$ cat src/rtl/cl_cfg_reg_slv_pkg.sv
// ----------------------------------------------------------------------------
// cl_cfg_reg_slv_pkg
// Shared types and constants for the cfg bus responder cl_cfg_reg_slv.
//   state_t         : responder FSM states (IDLE, WAIT, ACK)
//   OFS_*           : byte offsets of the registers inside the 256B window
//   UNMAPPED_RDATA  : value returned for reads of offsets with no register
// ----------------------------------------------------------------------------
package cl_cfg_reg_slv_pkg;

    typedef enum logic [1:0] {
        IDLE = 2'd0,
        WAIT = 2'd1,
        ACK  = 2'd2
    } state_t;

    localparam logic [7:0] OFS_CTRL    = 8'h00;
    localparam logic [7:0] OFS_STATUS  = 8'h04;
    localparam logic [7:0] OFS_SCRATCH = 8'h08;
    localparam logic [7:0] OFS_WR_CNT  = 8'h0C;
    localparam logic [7:0] OFS_RD_CNT  = 8'h10;
    localparam logic [7:0] OFS_ERR_CNT = 8'h14;
    localparam logic [7:0] OFS_ID      = 8'h18;

    localparam logic [31:0] UNMAPPED_RDATA = 32'hDEAD_BEEF;

endpackage

$ cat src/rtl/cl_cfg_reg_slv.sv
// ----------------------------------------------------------------------------
// cl_cfg_reg_slv
// Responder end of the cfg bus. Accepts 1-cycle wr/rd pulses, answers each
// accepted request with a 1-cycle cfg_ack ACK_LAT clock edges after the edge
// that accepted it, and hosts a small register file (CTRL, STATUS, SCRATCH,
// write/read access counters, ID) for one 256B window.
//
// Optional feature: define CFG_REG_SLV_ERR_CNT_EN to add a saturating ERR_CNT
// register at 0x14 counting dropped requests; otherwise 0x14 is unmapped.
//
// Ports
//   clk         in   1   clock
//   sync_rst_n  in   1   asynchronous active-low reset
//   cfg_addr    in   32  byte address, only [7:2] decoded
//   cfg_wdata   in   32  write data, valid with cfg_wr
//   cfg_wr      in   1   write request pulse
//   cfg_rd      in   1   read request pulse
//   cfg_ack     out  1   completion pulse
//   cfg_rdata   out  32  read data, valid with cfg_ack, held until next read ack
//   ctrl_o      out  32  CTRL contents, bit0 always 0
//   start_o     out  1   pulse with the ack of a CTRL write carrying bit0=1
//   status_i    in   32  live status, sampled when read data is captured
// ----------------------------------------------------------------------------
module cl_cfg_reg_slv
    import cl_cfg_reg_slv_pkg::*;
#(
    parameter int unsigned  ACK_LAT  = 2,
    parameter logic [31:0]  ID_VALUE = 32'hC0DE_0001,
    parameter logic [31:0]  CTRL_RST = 32'h0
) (
    input  logic        clk,
    input  logic        sync_rst_n,
    input  logic [31:0] cfg_addr,
    input  logic [31:0] cfg_wdata,
    input  logic        cfg_wr,
    input  logic        cfg_rd,
    output logic        cfg_ack,
    output logic [31:0] cfg_rdata,
    output logic [31:0] ctrl_o,
    output logic        start_o,
    input  logic [31:0] status_i
);

    localparam logic [3:0] LAT_LOAD = 4'(ACK_LAT - 1);

    state_t      state_q, state_d;
    logic [3:0]  lat_q, lat_d;
    logic        accept;
    logic        commit;

    logic [5:0]  addr_q;
    logic [31:0] wdata_q;
    logic        is_wr_q;
    logic [7:0]  ofs;

    logic [31:1] ctrl_hi_q;
    logic [31:0] scratch_q;
    logic [31:0] wr_cnt_q;
    logic [31:0] rd_cnt_q;
    logic [31:0] rd_val;

    // Address bits outside [7:2] are deliberately ignored.
    logic        unused_addr_bits;
    assign unused_addr_bits = ^{cfg_addr[31:8], cfg_addr[1:0]};

    assign ofs     = {addr_q, 2'b00};
    assign cfg_ack = (state_q == ACK);
    assign ctrl_o  = {ctrl_hi_q, 1'b0};

    always_ff @(posedge clk or negedge sync_rst_n) begin
        if (!sync_rst_n) begin
            state_q <= IDLE;
            lat_q   <= '0;
        end else begin
            state_q <= state_d;
            lat_q   <= lat_d;
        end
    end

    // WAIT lasts ACK_LAT cycles (lat counts LAT_LOAD down to 0), so the ack
    // rises on the ACK_LAT-th edge after the accepting edge.
    always_comb begin
        state_d = state_q;
        lat_d   = lat_q;
        accept  = 1'b0;
        commit  = 1'b0;
        case (state_q)
            IDLE: begin
                if (cfg_wr || cfg_rd) begin
                    state_d = WAIT;
                    lat_d   = LAT_LOAD;
                    accept  = 1'b1;
                end
            end
            WAIT: begin
                if (lat_q == 4'd0) begin
                    state_d = ACK;
                    commit  = 1'b1;
                end else begin
                    lat_d = lat_q - 4'd1;
                end
            end
            ACK:     state_d = IDLE;
            default: state_d = IDLE;
        endcase
    end

`ifdef CFG_REG_SLV_ERR_CNT_EN
    logic [31:0] err_cnt_q;
    logic        drop;
    logic        err_clr;

    // A dropped request is any pulse while busy, or the read half of a
    // simultaneous wr+rd in IDLE.
    assign drop    = ((state_q != IDLE) && (cfg_wr || cfg_rd)) ||
                     ((state_q == IDLE) && cfg_wr && cfg_rd);
    assign err_clr = commit && is_wr_q && (ofs == OFS_ERR_CNT);

    always_ff @(posedge clk or negedge sync_rst_n) begin
        if (!sync_rst_n) begin
            err_cnt_q <= '0;
        end else if (err_clr) begin
            err_cnt_q <= {31'd0, drop};
        end else if (drop && (err_cnt_q != 32'hFFFF_FFFF)) begin
            err_cnt_q <= err_cnt_q + 32'd1;
        end
    end
`endif

    always_comb begin
        rd_val = UNMAPPED_RDATA;
        case (ofs)
            OFS_CTRL:    rd_val = {ctrl_hi_q, 1'b0};
            OFS_STATUS:  rd_val = status_i;
            OFS_SCRATCH: rd_val = scratch_q;
            OFS_WR_CNT:  rd_val = wr_cnt_q;
            OFS_RD_CNT:  rd_val = rd_cnt_q;
`ifdef CFG_REG_SLV_ERR_CNT_EN
            OFS_ERR_CNT: rd_val = err_cnt_q;
`endif
            OFS_ID:      rd_val = ID_VALUE;
            default:     rd_val = UNMAPPED_RDATA;
        endcase
    end

    // Request latch and access counters; a simultaneous wr+rd is a write.
    always_ff @(posedge clk or negedge sync_rst_n) begin
        if (!sync_rst_n) begin
            addr_q   <= '0;
            wdata_q  <= '0;
            is_wr_q  <= 1'b0;
            wr_cnt_q <= '0;
            rd_cnt_q <= '0;
        end else if (accept) begin
            addr_q  <= cfg_addr[7:2];
            wdata_q <= cfg_wdata;
            is_wr_q <= cfg_wr;
            if (cfg_wr) begin
                wr_cnt_q <= wr_cnt_q + 32'd1;
            end else begin
                rd_cnt_q <= rd_cnt_q + 32'd1;
            end
        end
    end

    // Write commit / read capture on the WAIT->ACK edge so both are visible
    // in the ack cycle.
    always_ff @(posedge clk or negedge sync_rst_n) begin
        if (!sync_rst_n) begin
            ctrl_hi_q <= CTRL_RST[31:1];
            scratch_q <= '0;
            cfg_rdata <= '0;
            start_o   <= 1'b0;
        end else begin
            start_o <= 1'b0;
            if (commit) begin
                if (is_wr_q) begin
                    if (ofs == OFS_CTRL) begin
                        ctrl_hi_q <= wdata_q[31:1];
                        start_o   <= wdata_q[0];
                    end
                    if (ofs == OFS_SCRATCH) begin
                        scratch_q <= wdata_q;
                    end
                end else begin
                    cfg_rdata <= rd_val;
                end
            end
        end
    end

endmodule

$ cat config.mk
export PLATFORM = sky130hd
export DESIGN_NAME = cl_cfg_reg_slv
export DESIGN_NICKNAME = d
export VERILOG_FILES = /design/src/rtl/cl_cfg_reg_slv_pkg.sv /design/src/rtl/cl_cfg_reg_slv.sv
export SDC_FILE = /design/constraint.sdc
export NUM_CORES = 1
export LEC_CHECK = 0
export ABC_CLOCK_PERIOD_IN_PS = 3000
export CORE_UTILIZATION = 50
export DETAILED_ROUTE_END_ITERATION = 10
export PLACE_DENSITY_LB_ADDON = 0.2
export SLEW_MARGIN = 20
export SYNTH_ARGS = -nofsm -noshare
export SYNTH_HDL_FRONTEND = slang
export SYNTH_SLANG_ARGS = --single-unit
$ cat constraint.sdc
create_clock -name clk -period 3 [get_ports clk]
set_input_delay 0.75 -clock clk [delete_from_list [all_inputs] [get_ports clk]]
set_output_delay 0.75 -clock clk [all_outputs]
set_load 0.02 [all_outputs]
==> results of run 1 <==
## state kept, by name, indices dropped and copies added, names as in the netlist
name / flops
wdata_q: 32
cfg_rdata: 32
state_q: 2
rd_cnt_q: 32
scratch_q: 32
is_wr_q: 1
ctrl_hi_q: 31
addr_q: 6
wr_cnt_q: 32
lat_q: 4
start_o: 1
## layout make-up
cell class                 instances  share of cell area [%]
timing repair buffer             168                    13.7
inverter                          16                   0.505
tap                              229                    2.41
multi-input combinational        489                    33.7
clock inverter                     8                   0.999
clock buffer                      31                    5.51
sequential                       205                    43.1
## power by group
group	leakage [nW]	total [mW]	switching, mW	internal (mW)
Clock	0.385	2.88	1.10	1.78
Combinational	2.34	2.99	1.43	1.56
Sequential	2.58	4.12	0.674	3.45
Total	5.31	9.99	3.20	6.79
## worst max-delay path, stage by stage, from the launching register on
cell	delay [ns]
dfrtp_1	0.51
nor2b_1	0.17
clkdlybuf4s50_1	0.61
## metal layers
layer	track usage, %	share of wire (%)	up-vias
li1	-	-	3058
met1	35.4	43	3438
met2	41.5	47	253
met3	4.30	6.4	50
met4	8.95	3.0	0
met5	0	0	-
## kinds of logic after synthesis
logic type / synth area share, %
DFF: 54.4
and+or+nand+nor: 10.6
muxes: 17.5
AOI/OAI and AO/OA: 7.72
buffers and inverters: 3.16
xor gates and xnor gates: 5.95
adders and majority gates: 0.531
other: 0.0398
## per-stage QoR
step	instance area, µm²	util (%)	hold slack (ns)
floorplan	9420	-	0.436
global placement	11100	61.1	0.453
detailed placement	11100	61.1	0.460
CTS	11900	65.3	0.258
global route	11900	65.3	0.279
finish	11900	65.3	0.236
## path summary, 6_finish.rpt
path / startpoint / endpoint / slack (ns)
worst max-delay path: state_q[1] / cfg_ack / 0.45
worst min-delay path: sync_rst_n / addr_q[4] / 0.24
worst max register to register: lat_q[0] / scratch_q[8] / 0.64
worst min register to register: wr_cnt_q[31] / wr_cnt_q[31] / 0.48
max in group asynchronous: sync_rst_n / scratch_q[5] / 1.89
min in group clk: wr_cnt_q[31] / wr_cnt_q[31] / 0.48
## placed cells by master, fill, tap and decap left out, types with 4 or more instances in the layout
| cell type | netlist | routed |
|---|---|---|
| a21oi_1 | 9 | 9 |
| a22o_1 | 23 | 23 |
| a22oi_1 | 28 | 28 |
| and2_1 | 4 | 4 |
| and3_1 | 10 | 10 |
| and4_1 | 8 | 8 |
| buf_4 | 5 | 28 |
| clkbuf_16 | 0 | 23 |
| clkbuf_8 | 0 | 6 |
| clkdlybuf4s50_1 | 0 | 137 |
| clkinv_2 | 0 | 4 |
| dfrtp_1 | 205 | 204 |
| ha_1 | 4 | 4 |
| inv_1 | 16 | 16 |
| mux2_1 | 29 | 29 |
| mux2_2 | 99 | 99 |
| mux4_2 | 8 | 8 |
| nand2_1 | 33 | 33 |
| nand3_1 | 19 | 19 |
| nand4_1 | 17 | 17 |
| nor2_1 | 43 | 43 |
| nor3_1 | 22 | 21 |
| nor4_1 | 18 | 17 |
| o21ai_0 | 10 | 10 |
| o32a_1 | 18 | 18 |
| xnor2_1 | 26 | 26 |
| xor2_1 | 38 | 38 |
==> impl_metrics.prom, run 1 <==
# TYPE chip_impl_metric gauge
chip_impl_info{name="status",value="complete, no violations"} 1
chip_impl_metric{name="drt-total-wl",unit="µm"} 24200
chip_impl_metric{name="design.portCount",unit=""} 166
chip_impl_metric{name="grt_antenna_before_repair",unit=""} 0
chip_impl_metric{name="cap_viol_max_count",unit=""} 0
chip_impl_metric{name="insertedDiodeCount",unit=""} 0
chip_impl_metric{name="cts.sink_count",unit=""} 205
chip_impl_metric{name="row_count",unit=""} 49
chip_impl_metric{name="dr_drc_count",unit=""} 0
chip_impl_metric{name="grt_first_pass_wirelength",unit="µm"} 38900
chip_impl_metric{name="timing.final.crit_period",unit="ns"} 2.55
chip_impl_info{name="critical_path.endpoint_type",value="output port"} 1
chip_impl_metric{name="postSynthCellCount",unit=""} 759
chip_impl_metric{name="postSynthAreaPerCell",unit="µm²"} 12.4
chip_impl_metric{name="synth-async-reset-ratio",unit="%"} 100
chip_impl_metric{name="cp.arrival",unit="ns"} 1.80
chip_impl_metric{name="number_of_buffers_added_on_ports",unit=""} 138
chip_impl_metric{name="grt_use_total",unit="%"} 25.7
chip_impl_metric{name="multi_input_gate_area",unit="mm²"} 0.00401
chip_impl_metric{name="start_util",unit="%"} 51.7
chip_impl_metric{name="max_freq",unit="MHz"} 393
chip_impl_metric{name="fraction_of_layout_cells_with_a_size_suffix_above_1",unit="%"} 19.8
chip_impl_metric{name="maximum_number_of_pins_on_one_net_before_global_route_repair",unit=""} 71
chip_impl_metric{name="finalSetupTns",unit="ns"} 0
chip_impl_metric{name="detailroute.via_count",unit=""} 6799
chip_impl_metric{name="die-area",unit="mm²"} 0.0194
chip_impl_metric{name="timing.slew.headroom",unit="%"} 53.2
chip_impl_metric{name="fin_cells",unit=""} 1146
chip_impl_info{name="worst_setup_path_start_kind",value="flip-flop"} 1
chip_impl_metric{name="cts_buffer_depth",unit=""} 3
chip_impl_info{name="synth.top_cells.by_area",value="dfrtp_1, mux2_2, xor2_1, mux2_1, xnor2_1"} 1
chip_impl_metric{name="clkLatencyLatePin",unit="ns"} 0.50
chip_impl_metric{name="pwr_density_cell",unit="mW/mm²"} 840
chip_impl_metric{name="postSynthNetCount",unit=""} 863
chip_impl_metric{name="vias_per_cell",unit=""} 5.93
chip_impl_metric{name="height_of_the_die",unit="µm"} 139
chip_impl_metric{name="post-cts-setup-buffer-count",unit=""} 0
chip_impl_info{name="post_synth_most_frequent_cells",value="dfrtp_1, mux2_2, nor2_1"} 1
chip_impl_metric{name="final-seq-area",unit="mm²"} 0.00513
chip_impl_metric{name="gp_congestion",unit=""} 0.881
chip_impl_metric{name="path_clk_slew",unit="ns"} 0.06
chip_impl_info{name="worst_hold_path_type",value="primary input to asynchronous set/reset pin"} 1
chip_impl_metric{name="post_synth_num_cell_types",unit=""} 43
chip_impl_metric{name="core-area",unit="mm²"} 0.0182
chip_impl_metric{name="setup_ws",unit="ns"} 0.452
chip_impl_metric{name="cp_max_fo",unit=""} 7
chip_impl_metric{name="synth-seq-area-share",unit="%"} 54.4
chip_impl_metric{name="clock-skew-final",unit="ns"} 0.0123
chip_impl_metric{name="worstPathRequired",unit="ns"} 2.25
chip_impl_metric{name="drtPass1Iterations",unit=""} 5
chip_impl_info{name="yosysMostFrequentCell",value="dfrtp_1"} 1
chip_impl_metric{name="total_leakage_power",unit="nW"} 5.31
chip_impl_metric{name="net_total_in_the_final_layout",unit=""} 1007
chip_impl_metric{name="timing_max_transition_violations_final",unit=""} 0
chip_impl_metric{name="htree_num_levels",unit=""} 1
chip_impl_metric{name="die_width",unit="µm"} 139
chip_impl_metric{name="ff2ff_path_depth",unit=""} 7
chip_impl_metric{name="areaGrowthSynthToFinish",unit="%"} 26.3
chip_impl_metric{name="holdBufCountCts",unit=""} 0
chip_impl_metric{name="num-fill-cells",unit=""} 1336
chip_impl_metric{name="ff_latch_count_synth",unit=""} 205
chip_impl_metric{name="vdd_ir_drop_max",unit="µV"} 456
chip_impl_metric{name="synth_top_area_share",unit="%"} 54.4
chip_impl_metric{name="place_ws",unit="ns"} 0.275
chip_impl_metric{name="cts-resized-gates",unit=""} 0
chip_impl_metric{name="antenna_violating_nets_post_route",unit=""} 0
chip_impl_metric{name="power.total",unit="mW"} 9.99
chip_impl_metric{name="first_global_vias",unit=""} 7092
chip_impl_metric{name="cts_bufs_inserted",unit=""} 23
chip_impl_metric{name="wl_per_cell",unit="µm"} 21.1
chip_impl_info{name="synth.largest_area_cell",value="dfrtp_1"} 1
chip_impl_metric{name="worstMarginPinSlew",unit="ns"} 0.697
chip_impl_metric{name="synth_edf_count",unit=""} 0
chip_impl_metric{name="grt-ovfl-total",unit=""} 0
chip_impl_info{name="yosys_most_used_dff",value="dfrtp_1"} 1
chip_impl_info{name="path_class",value="flip-flop to output port"} 1
chip_impl_metric{name="synth-warning-count",unit=""} 0
chip_impl_info{name="rsz0062_at_grt",value="no"} 1
chip_impl_metric{name="detailedRoute.firstIterationViolations",unit=""} 502
chip_impl_metric{name="finalSetupViolCount",unit=""} 0
chip_impl_metric{name="hold_viol",unit=""} 0
chip_impl_metric{name="mappedNetlistArea",unit="mm²"} 0.00942
chip_impl_metric{name="final_min_period_over_clock_period",unit="%"} 84.9
chip_impl_info{name="cts_tree",value="built"} 1
chip_impl_metric{name="place.detailed.hpwl",unit="µm"} 16600
chip_impl_info{name="root_buffer",value="clkbuf_16"} 1
chip_impl_metric{name="dp_cells",unit=""} 1107
Note: power is estimated with default switching activity, not from simulation.
==> inputs of run 2 (changes only) <==
ABC_CLOCK_PERIOD_IN_PS = 2400   (was 3000)
clock period = 2.4 ns   (was 3 ns; I/O delays follow)
==> run 2 against run 1 <==
Net effect:
- critical endpoint unchanged
- non-clock buffer count rose by 10
- highest routed layer unchanged
- utilization increased by 0.66 points
- critical path type unchanged
- clock skew grew 0.0013 ns
- largest power group unchanged
==> impl_metrics.prom, run 2 (same netlist as run 1, synthesis figures left out) <==
# TYPE chip_impl_metric gauge
chip_impl_metric{name="maximum_number_of_pins_on_one_net_before_global_route_repair",unit=""} 84
chip_impl_metric{name="gp_congestion",unit=""} 0.907
chip_impl_metric{name="vias_per_cell",unit=""} 5.97
chip_impl_metric{name="worstPathRequired",unit="ns"} 1.80
chip_impl_metric{name="die-area",unit="mm²"} 0.0194
chip_impl_metric{name="vdd_ir_drop_max",unit="µV"} 602
chip_impl_info{name="rsz0062_at_grt",value="no"} 1
chip_impl_metric{name="share_of_the_core_filled_with_cells",unit="%"} 66.0
chip_impl_metric{name="cts_buffer_depth",unit=""} 3
chip_impl_metric{name="place.detailed.hpwl",unit="µm"} 16800
chip_impl_info{name="worst_hold_path_type",value="flip-flop to flip-flop"} 1
chip_impl_metric{name="ff2ff_path_depth",unit=""} 7
chip_impl_metric{name="fraction_of_layout_cells_with_a_size_suffix_above_1",unit="%"} 20.3
chip_impl_metric{name="core-area",unit="mm²"} 0.0182
chip_impl_metric{name="cp.arrival",unit="ns"} 1.73
chip_impl_metric{name="die_width",unit="µm"} 139
chip_impl_metric{name="post-cts-setup-buffer-count",unit=""} 0
chip_impl_metric{name="detailroute.via_count",unit=""} 6906
chip_impl_metric{name="first_global_vias",unit=""} 7121
chip_impl_metric{name="dr_drc_count",unit=""} 0
chip_impl_metric{name="grt_use_total",unit="%"} 26.1
chip_impl_info{name="worst_setup_path_start_kind",value="flip-flop"} 1
chip_impl_metric{name="insertedDiodeCount",unit=""} 0
chip_impl_info{name="most_common_cell_after_layout_fill_and_taps_aside",value="dfrtp_1"} 1
chip_impl_metric{name="grt-ovfl-total",unit=""} 0
chip_impl_info{name="status",value="complete, no violations"} 1
chip_impl_metric{name="areaGrowthSynthToFinish",unit="%"} 27.5
chip_impl_metric{name="timing_max_transition_violations_final",unit=""} 0
chip_impl_metric{name="final_min_period_over_clock_period",unit="%"} 97.2
chip_impl_metric{name="row_count",unit=""} 49
chip_impl_info{name="root_buffer",value="clkbuf_16"} 1
chip_impl_metric{name="hold_viol",unit=""} 0
chip_impl_metric{name="design.portCount",unit=""} 166
chip_impl_metric{name="total_leakage_power",unit="nW"} 5.35
chip_impl_metric{name="antenna_violating_nets_post_route",unit=""} 0
chip_impl_metric{name="finalSetupViolCount",unit=""} 0
chip_impl_info{name="cts_tree",value="built"} 1
chip_impl_metric{name="cts_bufs_inserted",unit=""} 23
chip_impl_metric{name="grt_first_pass_wirelength",unit="µm"} 39800
chip_impl_metric{name="worst_hold_path.num_cells",unit=""} 2
chip_impl_info{name="r2r_start",value="lat_q[0]"} 1
chip_impl_info{name="layout_common_cells",value="dfrtp_1, clkdlybuf4s50_1, mux2_2"} 1
chip_impl_metric{name="start_util",unit="%"} 51.7
chip_impl_metric{name="pwr_density_cell",unit="mW/mm²"} 1040
chip_impl_metric{name="path_clk_slew",unit="ns"} 0.06
chip_impl_metric{name="drtPass1Iterations",unit=""} 6
chip_impl_metric{name="worst_hold_slack",unit="ns"} 0.487
chip_impl_metric{name="clock-skew-final",unit="ns"} 0.0136
chip_impl_info{name="critical_path.endpoint_type",value="output port"} 1
chip_impl_metric{name="net_total_in_the_final_layout",unit=""} 1017
chip_impl_info{name="path_class",value="flip-flop to output port"} 1
chip_impl_metric{name="cap_viol_max_count",unit=""} 0
chip_impl_metric{name="max_freq",unit="MHz"} 429
chip_impl_info{name="worstHoldStart",value="cfg_rdata[20]"} 1
chip_impl_metric{name="height_of_the_die",unit="µm"} 139
chip_impl_metric{name="wl_per_cell",unit="µm"} 21.2
chip_impl_metric{name="grt_antenna_before_repair",unit=""} 0
chip_impl_metric{name="timing.final.crit_period",unit="ns"} 2.33
chip_impl_metric{name="cp_max_fo",unit=""} 7
chip_impl_info{name="critical_path_origin",value="state_q[0]"} 1
chip_impl_metric{name="htree_num_levels",unit=""} 1
chip_impl_metric{name="detailedRoute.firstIterationViolations",unit=""} 465
chip_impl_metric{name="power.total",unit="mW"} 12.5
chip_impl_metric{name="clkLatencyLatePin",unit="ns"} 0.51
chip_impl_metric{name="drt-total-wl",unit="µm"} 24600
chip_impl_metric{name="number_of_buffers_added_on_ports",unit=""} 138
chip_impl_metric{name="cts.sink_count",unit=""} 205
run 2: final timing paths:
check                      slack (ns)             to
min in group asynchronous        0.56  cfg_rdata[29]
setup / recovery                 0.07        cfg_ack
max in group asynchronous        1.12  cfg_rdata[19]
hold reg to reg                  0.49  cfg_rdata[20]
setup reg to reg                 0.15   scratch_q[4]
hold / removal                   0.49  cfg_rdata[20]
run 2: stage by stage:
step | TNS [ns] | cell area, µm² | cells | setup WS, ns
detailed placement | -1.60 | 11300 | 1116 | -0.190
finish | 0 | 12000 | 1157 | 0.0674
global placement | -0.458 | 11300 | 1116 | -0.0965
global route | 0 | 12000 | 1157 | 0.0141
floorplan | 0 | 9420 | 759 | 0.227
CTS | 0 | 12000 | 1157 | 0.0108
run 2: cell type report:
class / count / area (µm²)
sequential: 205 / 5130
timing repair buffer: 178 / 1790
clock inverter: 2 / 38.8
clock buffer: 38 / 702
inverter: 16 / 60.1
multi-input combinational: 489 / 4010
tap: 229 / 287
fill: 1355 / 6190
run 2: timing repair:
item	4_1_cts	5_1_grt
setup endpoints to repair	0	1
resized for setup	0	1
endpoints found under the hold margin	27	0
hold buffers	1	0
run 2: critical path, stage by stage, from the launching register on:
cell and delay [ns]:
dfrtp_1 0.47, nor2b_1 0.15, clkdlybuf4s50_1 0.61
run 2: power by group:
group / internal, mW / total, mW / switching, mW
clock network: 2.09 / 3.45 / 1.36
registers: 4.31 / 5.10 / 0.792
logic: 2.05 / 3.91 / 1.86
run 2: layer usage:
metal / wire, µm / track usage [%] / up-vias
met5: 0 / 0 / -
met3: 1400 / 4.47 / 40
met2: 11700 / 42.8 / 273
met1: 11000 / 36.5 / 3522
met4: 446 / 5.96 / 0
li1: - / - / 3071
